==> src/rtl/sr_load_sequencer.sv <==
// Serial frame loader: receives a static+dynamic word MSB-first from a microcontroller,
// latches both words at once, then shifts them back out with segment selects and an end pulse.
module sr_load_sequencer #(
    parameter int SIZESRSTAT = 88,
    parameter int SIZESRDYN  = 16
) (
    input  logic                  CLK,
    input  logic                  RST_N,
    input  logic                  UC_DATA,
    input  logic                  UC_VALID,
    output logic                  UC_READY,
    output logic [SIZESRSTAT-1:0] STATLATCH,
    output logic [SIZESRDYN-1:0]  DYNLATCH,
    output logic                  SELSTAT,
    output logic                  SELDYN,
    output logic                  signal_out,
    output logic                  ENFIN,
    output logic                  OVERRUN
);

    localparam int MAXLEN = (SIZESRSTAT > SIZESRDYN) ? SIZESRSTAT : SIZESRDYN;
    localparam int CW     = (MAXLEN > 1) ? $clog2(MAXLEN) : 1;
    localparam int SW     = $clog2(SIZESRSTAT);
    localparam int DW     = $clog2(SIZESRDYN);

    typedef enum logic [2:0] {IDLE, RX_STAT, RX_DYN, TX_STAT, TX_DYN, DONE} state_t;

    state_t                  state, state_nx;
    logic [CW-1:0]           cnt, cnt_nx;
    logic [SIZESRSTAT-1:0]   stat_sh, stat_sh_nx, stat_nx;
    logic [SIZESRDYN-1:0]    dyn_sh, dyn_sh_nx, dyn_nx;
    logic [SW-1:0]           stat_idx;
    logic [DW-1:0]           dyn_idx;
    logic                    accept, ovr_q;
    logic                    sel_stat_nx, sel_dyn_nx, out_nx, enfin_nx;

    always_comb begin
        UC_READY = (state == IDLE) || (state == RX_STAT) || (state == RX_DYN);
        accept   = UC_VALID && UC_READY;
        OVERRUN  = ovr_q || (UC_VALID && !UC_READY);
    end

    always_comb begin
        state_nx   = state;
        cnt_nx     = cnt;
        stat_sh_nx = stat_sh;
        dyn_sh_nx  = dyn_sh;
        stat_nx    = STATLATCH;
        dyn_nx     = DYNLATCH;
        case (state)
            IDLE: if (accept) begin
                stat_sh_nx = {stat_sh[SIZESRSTAT-2:0], UC_DATA};
                cnt_nx     = CW'(1);
                state_nx   = RX_STAT;
            end
            RX_STAT: if (accept) begin
                stat_sh_nx = {stat_sh[SIZESRSTAT-2:0], UC_DATA};
                if (cnt == CW'(SIZESRSTAT - 1)) begin
                    state_nx = RX_DYN;
                    cnt_nx   = '0;
                end else begin
                    cnt_nx = cnt + CW'(1);
                end
            end
            RX_DYN: if (accept) begin
                dyn_sh_nx = {dyn_sh[SIZESRDYN-2:0], UC_DATA};
                if (cnt == CW'(SIZESRDYN - 1)) begin
                    state_nx = TX_STAT;
                    cnt_nx   = '0;
                    stat_nx  = stat_sh;
                    dyn_nx   = dyn_sh_nx;
                end else begin
                    cnt_nx = cnt + CW'(1);
                end
            end
            TX_STAT: begin
                if (cnt == CW'(SIZESRSTAT - 1)) begin
                    state_nx = TX_DYN;
                    cnt_nx   = '0;
                end else begin
                    cnt_nx = cnt + CW'(1);
                end
            end
            TX_DYN: begin
                if (cnt == CW'(SIZESRDYN - 1)) begin
                    state_nx = DONE;
                    cnt_nx   = '0;
                end else begin
                    cnt_nx = cnt + CW'(1);
                end
            end
            DONE: begin
                state_nx = IDLE;
                cnt_nx   = '0;
            end
            default: begin
                state_nx = IDLE;
                cnt_nx   = '0;
            end
        endcase

        // Outputs are decoded from the upcoming state/count so they register in step with it.
        stat_idx    = SW'(SIZESRSTAT - 1) - SW'(cnt_nx);
        dyn_idx     = DW'(SIZESRDYN - 1) - DW'(cnt_nx);
        sel_stat_nx = (state_nx == TX_STAT);
        sel_dyn_nx  = (state_nx == TX_DYN);
        enfin_nx    = (state_nx == DONE);
        out_nx      = 1'b0;
        if (sel_stat_nx)
            out_nx = stat_nx[stat_idx];
        else if (sel_dyn_nx)
            out_nx = dyn_nx[dyn_idx];
    end

    always_ff @(posedge CLK or negedge RST_N) begin
        if (!RST_N) begin
            state      <= IDLE;
            cnt        <= '0;
            stat_sh    <= '0;
            dyn_sh     <= '0;
            STATLATCH  <= '0;
            DYNLATCH   <= '0;
            SELSTAT    <= 1'b0;
            SELDYN     <= 1'b0;
            signal_out <= 1'b0;
            ENFIN      <= 1'b0;
            ovr_q      <= 1'b0;
        end else begin
            state      <= state_nx;
            cnt        <= cnt_nx;
            stat_sh    <= stat_sh_nx;
            dyn_sh     <= dyn_sh_nx;
            STATLATCH  <= stat_nx;
            DYNLATCH   <= dyn_nx;
            SELSTAT    <= sel_stat_nx;
            SELDYN     <= sel_dyn_nx;
            signal_out <= out_nx;
            ENFIN      <= enfin_nx;
            ovr_q      <= OVERRUN;
        end
    end

endmodule

==> config.mk <==
export PLATFORM = sky130hd
export DESIGN_NAME = sr_load_sequencer
export DESIGN_NICKNAME = d
export VERILOG_FILES = /design/src/rtl/sr_load_sequencer.sv
export SDC_FILE = /design/constraint.sdc
export NUM_CORES = 1
export LEC_CHECK = 0
export BUFFER_PORTS_ARGS = -buffer_cell sky130_fd_sc_hd__buf_2
export CAP_MARGIN = 10
export CORE_MARGIN = 2
export CORE_UTILIZATION = 55
export CTS_BUF_LIST = sky130_fd_sc_hd__clkbuf_4
export DETAILED_ROUTE_END_ITERATION = 8
export GPL_ROUTABILITY_DRIVEN = 0
export HOLD_SLACK_MARGIN = 0.12
export PLACE_DENSITY_LB_ADDON = 0.3
export SETUP_SLACK_MARGIN = 0.5
export SLEW_MARGIN = 0
export SYNTH_ARGS = -nofsm -noshare
export SYNTH_HDL_FRONTEND = slang
export SYNTH_SLANG_ARGS = --single-unit
export TNS_END_PERCENT = 100
==> constraint.sdc <==
create_clock -name CLK -period 5 [get_ports CLK]
set_clock_uncertainty 0.15 [all_clocks]
set_input_delay 1 -clock CLK [delete_from_list [all_inputs] [get_ports CLK]]
set_output_delay 1 -clock CLK [all_outputs]
set_load 0.05 [all_outputs]
==> results.txt, run 1 <==
The run finished with clean final reports. The net count of the mapped netlist is 948. The highest-delay cell along the critical path is dfrtp_1. In this run the worst path has a maximum fanout of 8. The detailed placer's ending HPWL came out at 16.2 mm. The clock latency on the worst-skew pair is 0.67 ns. STA classifies the critical path endpoint as a flop. Of all cell types, the one taking the most synthesized area is dfrtp_1. Entering global routing, the biggest net connects 119 pins. Setup violations remaining at the end of the flow were counted as 0.

The share of total power dissipated in sequential elements is 45.9%. The number of vias after detailed routing is 7616. The fraction of synthesized cell area taken by the top area cell type came out at 55.5%. The path class of the tightest hold or removal check is primary input to async pin. The number of slew-limit violations in the final report came out at 0. The critical path data arrival time came out at 4.60 ns.

The combinational cell fraction of total power came out at 22.4%. For this run, the slowest stage of the critical path takes 0.47 ns. Walking the worst path, the cells encountered are ha_1, and3b_1, a311o_1, and3_1, o32a_1, inv_1, ha_1, inv_1, nand2_1, nor4_1, a2111oi_2, a31oi_1, o32ai_2. The TritonCTS clock tree is done. The worst path needs 4.22 ns of the cycle, external delays included.

The internal power came out at 2960 µW. Of the total power, the share spent switching nets is 32.0%. The sequential-to-total area share from yosys stat came out at 55.5%. In this run the static leakage power is 0.00616 µW. The die outline area is 19300 µm². The count of input and output buffers is 113. The number of remaining DRC errors is 0. The worst register-to-register path has a setup slack of 0.78 ns. The net switching power is 1390 µW. The wire length of the first global-routing pass is 39.2 mm. Setup repair after global routing left no endpoint under its margin. The area growth from synthesis to final layout came out at 13.3%. The number of global-route vias before repair was 7337. The initial core utilization came out at 55.9%. The clock tree root driver cell is clkbuf_4. For this run, the post-layout net count is 1069. The number of warnings reported in the yosys synthesis log is 0. The maximum operating frequency came out at 0.237 GHz. Max-cap violations in this run came to 0. The cell area that synthesis handed to floorplanning was 10000 µm². The sequential cell area in the final layout is 5560 µm².

The initialized floorplan defines 49 standard-cell rows. The share of the clock period used by the worst path after layout is 84.4%. The quantity of gates resized following cts came out at 0. The sort of element at the start of the critical path is a flop. The core occupancy in the finished layout is 63.3%. The area taken by multi-input logic gates is 4100 µm². The final setup slack of the worst path is 0.778 ns. The violation count after the first detailed-route iteration is 623.

The number of buffers and inverters on the critical path is 2. After clock tree synthesis, the flow added hold-fix buffers numbering 0. Across the VDD grid, the largest voltage drop is 197 µV. The routed wire length per instance is 18.2 µm. The global routing usage summed across all routing layers is 25.2%. The count of fill cells added during filler insertion came out at 1441. The fraction of final layout cells sized beyond drive strength 1 is 32.2%. The kind of critical path is flop to flop. The synthesized netlist contains 72 unique library cells. The number of sinks on the clock net is 222.

The number of enable flip-flop cells after synthesis came out at 0. The total CTS buffers is 56. The instance count of the mapped netlist came out at 942.

Yosys attributes the largest share of cell area to dfrtp_1 (56%), mux2_2 (14%), nand2_1 (11%). The number of top-level pins is 114. The average size of a mapped cell came out at 10.6 µm². From bottom edge to top edge, the die measures 139 µm. The post-detailed-routing wire length came out at 24.1 mm.

Timing analysis after detailed placement gives a worst setup slack of 0.656 ns. For this run, the leading register cell type out of synthesis is dfrtp_1. Setup total negative slack on the finished layout was measured at 0 ns. The total power per unit cell area came out at 384 nW/µm². The number of buffers inserted to repair setup after CTS came out at 0.

The initial antenna violation count is 1. The sum of overflow across all layers after global routing came out at 0. The die is 139 µm wide. The share of flip-flops with an asynchronous set or reset after synthesis is 100%.

The core region is 17900 µm². The required time at the endpoint of the critical path came out at 5.38 ns. The number of antenna-violating nets in the routed design is 0. The worst-case clock buffer depth is 3. The worst pin sits at a relative slew slack of 39.6%. The first detailed-routing pass took 5 iterations. The cell family contributing the most delay on the critical path is compound AO/OA/AOI/OAI gates. The slew at the pin closest to its max-slew limit came out at 0.906 ns. The final-report hold violation count is 0. The H-tree generated during clock tree synthesis spans 2 levels. Clock-pin slew was measured on the worst setup and hold paths at 0.06 ns.

The number of register bits inferred by synthesis came out at 222. The clock network fraction of design power came out at 31.6%. In the routed layout, each cell is associated on average with a via count of 5.75.
## synth_stat cells (all sizes together), types with 3 or more instances
cell	instances
a2111oi	7
a211oi	11
a21o	3
a21oi	16
a311o	4
a31oi	11
and3	9
buf	32
clkbuf	34
dfrtp	222
inv	12
mux2	122
mux2i	7
nand2	287
nand3	13
nand4	5
nor2	30
nor3	10
nor3b	3
nor4	4
o211ai	8
o21ai	23
o311a	3
o31a	3
o31ai	5
or3	6
or4	9
## layout make-up
cell class	instances	area share [%]
Antenna cell	1	0.0221
Timing Repair Buffer	129	6.36
Inverter	12	0.397
Multi-Input combinational cell	642	36.2
Sequential cell	222	49.0
Clock inverter	14	0.485
Tap cell	229	2.53
Clock buffer	76	5.03
## metrics by stage
step	hold WS, ns	cells	power (µW)	instance area (µm²)
floorplan	0.301	942	2760	10000
global placement	0.306	1234	2970	10700
detailed placement	0.314	1234	2990	10700
CTS	0.273	1324	4380	11300
global route	0.305	1325	4600	11300
finish	0.228	1325	4350	11300
## state kept, by name, indices dropped and copies added, names as in the netlist, 3 cells and up
signal and count:
stat_sh 88, cnt 7, state 3, DYNLATCH 16
STATLATCH 88, dyn_sh 15
## path summary, 6_finish.rpt
check	start	end	cells past startpoint
worst min register to register	stat_sh[62]	STATLATCH[62]	2
worst max-delay path	cnt[0]	signal_out	13
worst max register to register	cnt[0]	signal_out	13
worst min-delay path	RST_N	STATLATCH[42]	1
min in group CLK	stat_sh[62]	STATLATCH[62]	2
max in group asynchronous	RST_N	STATLATCH[6]	2
## power by group through the flow
stage	logic [µW]	registers [µW]	clock network, µW
floorplan	772	1990	0
detailed placement	959	2030	0
global route	1060	2010	1520
CTS	963	1990	1420
global placement	942	2020	0
finish	976	2000	1380
## routing by layer
layer  vias up  track usage [%]  part of all wire [%]
li1       3542                -                     -
met5         -                0                     0
met4         0             9.04                   2.6
met3        50             5.25                   6.6
met2       265             38.1                    47
met1      3759             36.5                    44
## cells in the final DEF, fill, tap and decap left out, types with 5 or more instances in the layout
cell type | netlist | routed
or3_1 | 5 | 5
a211oi_1 | 10 | 10
and3_1 | 9 | 8
nand3_1 | 12 | 11
mux2i_1 | 7 | 7
dfrtp_1 | 222 | 222
a21oi_1 | 15 | 15
buf_4 | 3 | 14
nor2_1 | 29 | 29
mux2_2 | 122 | 122
a2111oi_0 | 6 | 6
a31oi_1 | 11 | 11
clkbuf_4 | 0 | 76
clkinv_1 | 0 | 10
nand2_1 | 287 | 287
buf_2 | 15 | 112
nor3_1 | 9 | 8
inv_1 | 10 | 10
o211ai_1 | 8 | 8
nand4_1 | 5 | 5
o21ai_0 | 20 | 20
or4_1 | 8 | 8
o31ai_1 | 5 | 5
## cells by family after synthesis
kind of cell	after synthesis	share of synthesized area, %
compound gates	122	9.19
mux	130	14.7
buf+inv	78	3.68
xor+xnor	3	0.263
fa+ha+maj	2	0.250
flops	222	55.5
simple gates	385	16.4
Note: power is estimated with default switching activity, not from simulation.
==> run 2: changes to the inputs <==
==> constraint.sdc (replaced) <==
create_clock -name CLK -period 4.3 [get_ports CLK]
set_clock_uncertainty 0.15 [all_clocks]
set_input_delay 0.86 -clock CLK [delete_from_list [all_inputs] [get_ports CLK]]
set_output_delay 0.86 -clock CLK [all_outputs]
set_load 0.05 [all_outputs]
==> run 2 against run 1 <==
  * Setup slack worse by 0.063 ns
  * Via count up 2.4%
  * Critical path depth down 2
  * Sequential power up 17%
  * Register-to-register slack worse by 0.06 ns
  * Global-route usage up 0.70 points
  * Die area unchanged
  * Routed wire length up 5.4%
  * Clock-buffer cell count up 7
  * Flip-flop and latch count unchanged
  * Combinational power up 31%
  * Largest power group unchanged
==> results.txt, run 2 (synthesized netlist as in run 1, its figures left out) <==
CTS placed an instance of clkbuf_4 at the clock tree root. The final net count is 1084. The largest delay contributor family on the critical path is compound AO/OA/AOI/OAI gates. The worst reg-to-reg setup slack is 0.71 ns. The sum of overflow across all layers after global routing is 0. Relative to the synthesized area, the layout overhead comes to 15.8%. On the critical path, the stage with the largest delay is an instance of mux4_2. The routed wire length per instance is 18.8 µm. The final setup violation count is 0.

Of all nets on the critical path, the largest fanout is 22. After detailed routing, the number of remaining DRC violations is 0. After routing the design area is 11600 µm².

The first global-routing pass estimated 40.4 mm of wire. The clock tree synthesis step divided the H-tree into 2 levels. The number of top-level pins is 114. The total CTS buffers came out at 56. The count of fill cells added during filler insertion came out at 1439. Based on the critical path, the design can be clocked at up to 0.279 GHz. The count of inserted antenna diode cells is 0. The number of buffers and inverters on the critical path came out at 1. The instance count on the critical path is 11.

Walking the worst path, the cells encountered are ha_2, and3b_2, a311o_1, a21oi_4, nor2_4, buf_4, o311ai_0, o21ai_0, mux4_2, a211oi_2, o32ai_2. The height of the chip is 139 µm. The run finished with clean final reports. The final setup slack of the worst path came out at 0.714 ns.

The number of sinks on the clock net came out at 222. The initial core utilization came out at 55.9%. The endpoint identified for the worst register-to-register timing path is signal_out. Setup repair after global routing left no endpoint under its margin. The number of max-cap violations is 0. The number of global-route vias before repair came out at 7548. In the routed layout, each cell is associated on average with a via count of 5.78.

The violation count after the first detailed-route iteration came out at 709. Global routing consumed, over all layers together, 25.9% of the routing resources. For the final routed database, the setup TNS stands at 0 ns. The clock latency on the worst-skew pair came out at 0.68 ns. On the worst path, the slowest cell contributes a delay of 0.51 ns. The worst hold margin is 0.336 ns. The worst-case clock buffer depth is 3.

In this run the worst setup path begins at cnt[0]. The area of the core is 17900 µm². Power spread over the standard cell area amounts to 466 nW/µm². In this run the cell area measured after placement is 10800 µm². The detailed-routing iteration count for the pre-antenna-repair pass came out at 5. The die is 139 µm wide. The number of antenna-violating nets in the routed design is 0.

The die outline area came out at 19300 µm². Dividing the final minimum period by the clock period gives 83.4%. The number of vias after detailed routing came out at 7795. The count of cells along the worst register-to-register path is 11. Summed over all nets, the half-perimeter wirelength after detailed placement is 16.3 mm.

The setup slack at placement is 0.176 ns. The TritonCTS clock tree is done. Leaving out fill and tap cells, the most frequent cell in the layout is nand2_1. The critical path ends at signal_out.

The initial antenna violation count is 0. The slew at the pin closest to its max-slew limit is 0.665 ns. The top cell types in the final layout, fill and taps aside, are nand2_1 (287), dfrtp_1 (221), mux2_2 (122), buf_2 (112), clkbuf_4 (83). The critical path data arrival time came out at 3.98 ns. The number of slew-limit violations in the final report came out at 0. The reported leakage power came out at 0.00629 µW.

The clock-pin slew of the registers on the worst-case setup and hold paths is 0.07 ns. The smallest clock period supported by the final layout is computed as 3.59 ns. The largest registers in the layout are STATLATCH x88, stat_sh x88, DYNLATCH x16. The standard-cell row count is 49. In this run the critical register-to-register path is launched from cnt[0].

The post-detailed-routing wire length is 25.4 mm. The required time at the endpoint of the critical path came out at 4.70 ns. The worst hold path startpoint is ovr_q. The final-report hold violation count is 0.

In this run the worst hold path is classified as flop to flop. The worst setup path is captured at a flop. The worst setup path is launched from a flop. Entering global routing, the biggest net connects 89 pins. The max-slew headroom at the worst pin came out at 55.6%. Cells with a size suffix above 1 make up 34.4% of the layout. The kind of critical path is flop to flop. The worst-case IR drop observed on VDD is 305 µV. The count of input and output buffers is 113.
run 2: cell types whose count changed in the layout (fill, tap and decap cells not counted), moves of 3 or more:
cell	before	now
a2111oi_1	0	3
a2111oi_0	6	1
clkbuf_4	76	83
buf_4	14	26
run 2: cell type report:
type / count / area [µm²] / area share (%)
clock buffers: 83 / 623 / 5.38
clock inverters: 16 / 90.1 / 0.777
inverters: 12 / 45.0 / 0.389
multi-input cells: 643 / 4150 / 35.8
flip-flops and latches: 222 / 5560 / 47.9
well taps: 229 / 287 / 2.47
repair buffers: 143 / 841 / 7.26
run 2: repair_timing:
item                       4_1_cts  5_1_grt
setup endpoints to repair        1        1
gates resized for setup          5       11
hold buffers                     1        0
hold endpoints to repair        76        0
buffers inserted                 1        6
gates cloned                     0        1
pin swaps                        1        4
run 2: per-stage QoR:
| step | util, % | power, µW | std cells |
|---|---|---|---|
| CTS | 64.3 | 5330 | 1341 |
| global route | 64.7 | 5660 | 1348 |
| global placement | 60.2 | 3500 | 1240 |
| detailed placement | 60.2 | 3530 | 1240 |
| floorplan | - | 3210 | 942 |
| finish | 64.7 | 5400 | 1348 |
run 2: worst min path at each step:
stage	endpoint	slack [ns]	cells after the start
6_report	ovr_q	0.34	1
5_1_grt	DYNLATCH[0]	0.34	3
4_1_cts	dyn_sh[0]	0.32	2
3_5_place_dp	ovr_q	0.31	1
3_3_place_gp	ovr_q	0.30	1
2_1_floorplan	STATLATCH[0]	0.30	2
run 2: layer usage:
layer / vias to the layer above / routed length [µm] / global-route usage [%]
met2: 307 / 11900 / 40.7
li1: 3580 / - / -
met4: 0 / 631 / 7.66
met1: 3840 / 11300 / 37.2
met3: 68 / 1530 / 4.73
met5: - / 0 / 0
run 2: where the power goes:
part / total (µW) / switching (µW) / internal [µW]
Combinational: 1280 / 762 / 519
Clock: 1780 / 842 / 939
Sequential: 2330 / 136 / 2200
==> run 3: changes to the inputs <==
==> constraint.sdc (replaced) <==
create_clock -name CLK -period 3.2 [get_ports CLK]
set_clock_uncertainty 0.15 [all_clocks]
set_input_delay 0.64 -clock CLK [delete_from_list [all_inputs] [get_ports CLK]]
set_output_delay 0.64 -clock CLK [all_outputs]
set_load 0.05 [all_outputs]
==> run 3 against run 2 <==
  * Non-clock buffer count is 69 higher
  * Routed wire length is 3.8% higher
  * Combinational power is 75% higher
  * Final area up 6.5%
  * Register-to-register slack worse by 0.64 ns
  * Sequential share of layout area fell by 2.9 points
  * Setup slack worse by 0.64 ns
  * Via count increased by 4.8%
  * Critical path depth unchanged
  * Global-route usage up 1.4 points
  * Cell count increased by 5.0%
  * Sequential power up 32%
  * Critical endpoint unchanged
==> results.txt, run 3 (synthesized netlist as in run 1, its figures left out) <==
Across all layers, the routed design uses 8169 vias. The clock latency on the worst-skew pair is 0.66 ns. The number of max-cap violations is 0. After detailed routing, the average wire length per cell comes to 18.6 µm. Leaving out fill and tap cells, the most frequent cell in the layout is nand2_1. The clock passes through at most 3 buffers.

The number of instances in the placed design is 1304. The worst register-to-register path begins at cnt[1]. For this block, the routed nets add up to 26.3 mm of wire. The maximum operating frequency came out at 0.320 GHz. The worst register-to-register path ends at signal_out. The top cell types in the final layout, fill and taps aside, are nand2_1 (286), dfrtp_1 (217), mux2_2 (122), buf_2 (112), buf_4 (84). The initial core utilization came out at 55.9%.

The reported leakage power is 0.00664 µW. STA classifies the critical path startpoint as a flop. The path with the worst hold slack has its endpoint at stat_sh[0].

The standard-cell row count came out at 49. The final net count came out at 1153. The horizontal die dimension is 139 µm. The clock tree root driver cell is clkbuf_4.

The worst hold path passes through 2 cells. The detailed placer's ending HPWL came out at 17.6 mm. The critical path in this run is classified as flop to flop. The clock-pin slew of the registers on the worst-case setup and hold paths came out at 0.06 ns. The depth of the CTS H-tree is 2. STA classifies the critical path endpoint as a flop. The area growth from synthesis to final layout is 23.3%. The worst hold margin came out at 0.168 ns. Global routing consumed, over all layers together, 27.3% of the routing resources. The worst reg-to-reg setup slack is 0.08 ns.

The final setup violation count came out at 0. The flow ran to the end, and the final reports show no timing, DRC or antenna violations. The post-layout instance area came out at 12300 µm². After global routing the overflow that remains totals 0. The detailed-routing iteration count for the pre-antenna-repair pass came out at 8.

The final cell count without fillers is 1416. Counting cells, the worst reg-to-reg path comes to 11. The height of the chip is 139 µm. The total negative slack for setup checks came out at 0 ns. Setup repair after global routing could not meet its margin everywhere. The most critical setup path has its startpoint at cnt[1].

Counting I/O delays and the setup requirement, the final critical path takes 3.12 ns. The number of global-route vias before repair came out at 7958. The standard cell area after detailed placement came out at 11400 µm². The area of the core came out at 17900 µm². After detailed routing, the number of vias per cell comes to 5.77. The number of antenna-violating nets in the routed design is 0. TritonCTS built the clock tree.

In the final layout, the registers with the most flip-flops are STATLATCH x88, stat_sh x88, DYNLATCH x16. The required time at the endpoint of the critical path is 3.63 ns. The pin count of the biggest net entering global routing is 89. The number of sinks on the clock net came out at 222. The total power per unit cell area is 620 nW/µm².

The worst hold path belongs to the class primary input to flop. The max-slew headroom at the worst pin came out at 61.6%. STA puts the critical path data arrival time at 3.55 ns.

The number of remaining DRC errors is 0. The critical-path maximum fanout is 6. For the pin with the worst max-slew slack, the measured transition is 0.576 ns.

Of the cells placed in the final design, the portion with a size suffix greater than 1 is 40.0%. The die outline area is 19300 µm². The violation count after the first detailed-route iteration came out at 648.

Clock tree synthesis inserted a total of 56 buffers. The worst hold path startpoint is UC_DATA. The number of slew-limit violations in the final report is 0. The count of input and output buffers is 113. The core occupancy in the finished layout came out at 68.9%.

IR analysis of the VDD net gives a maximum drop of 365 µV. The initial antenna violation count is 1. The wire length of the first global-routing pass is 42.5 mm. The final critical path takes up 97.6% of the cycle.

For this design the top-level I/O count stands at 114. The final-report hold violation count came to 0.
==> run 3: worst max path at each step <==
stage | endpoint | slack [ns] | depth (start not counted)
floorplan | signal_out | -0.16 | 14
global placement | signal_out | -0.29 | 13
detailed placement | signal_out | -0.25 | 12
CTS | signal_out | 0.16 | 12
global route | signal_out | -0.08 | 14
finish | signal_out | 0.08 | 11
==> run 3: worst max-delay path: stages (launching register included) <==
cell and delay (ns):
dfrtp_2 0.43, ha_4 0.17, buf_4 0.15, and3_1 0.20
a21o_1 0.24, and3_4 0.22, or3_1 0.35, o21ai_1 0.22
xnor2_1 0.21, a2111oi_2 0.39, a31oi_1 0.14, o32ai_2 0.20
==> run 3: timing repair <==
item	CTS	global route
gates resized for setup	38	3
gates cloned	1	0
setup endpoints to repair	1	1
hold buffers	1	0
hold endpoints to repair	68	0
setup buffers	12	0
pin swaps	20	9
==> run 3: through the flow <==
step	setup WS [ns]	power, µW
after floorplan	-0.155	4420
after global placement	-0.293	5160
after detailed placement	-0.251	5200
after CTS	0.162	7650
after global routing	-0.0759	8010
final	0.0767	7650
==> run 3: power by group <==
| group | leakage [µW] | total (µW) | internal (µW) | switching (µW) |
|---|---|---|---|---|
| logic | 0.00318 | 2240 | 1020 | 1220 |
| clock network | 0.000414 | 2320 | 1210 | 1110 |
| registers | 0.00305 | 3080 | 2960 | 129 |
==> run 3: cell type report <==
cell class / instances / area (µm²)
Sequential cell: 222 / 5560
Clock inverter: 18 / 96.3
Timing Repair Buffer: 212 / 1450
Fill cell: 1344 / 5570
Tap cell: 229 / 287
Clock buffer: 79 / 593
Antenna cell: 1 / 2.50
Inverter: 12 / 50.0
Multi-Input combinational cell: 643 / 4290
==> run 3: layer usage <==
metal / up-vias / share of wire [%] / global-route usage (%) / wire, µm
met5: - / 0 / 0 / 0
met4: 0 / 2.9 / 10.6 / 764
met3: 70 / 7.0 / 5.21 / 1840
met2: 354 / 47 / 41.7 / 12400
met1: 4035 / 43 / 39.1 / 11300
li1: 3710 / - / - / -
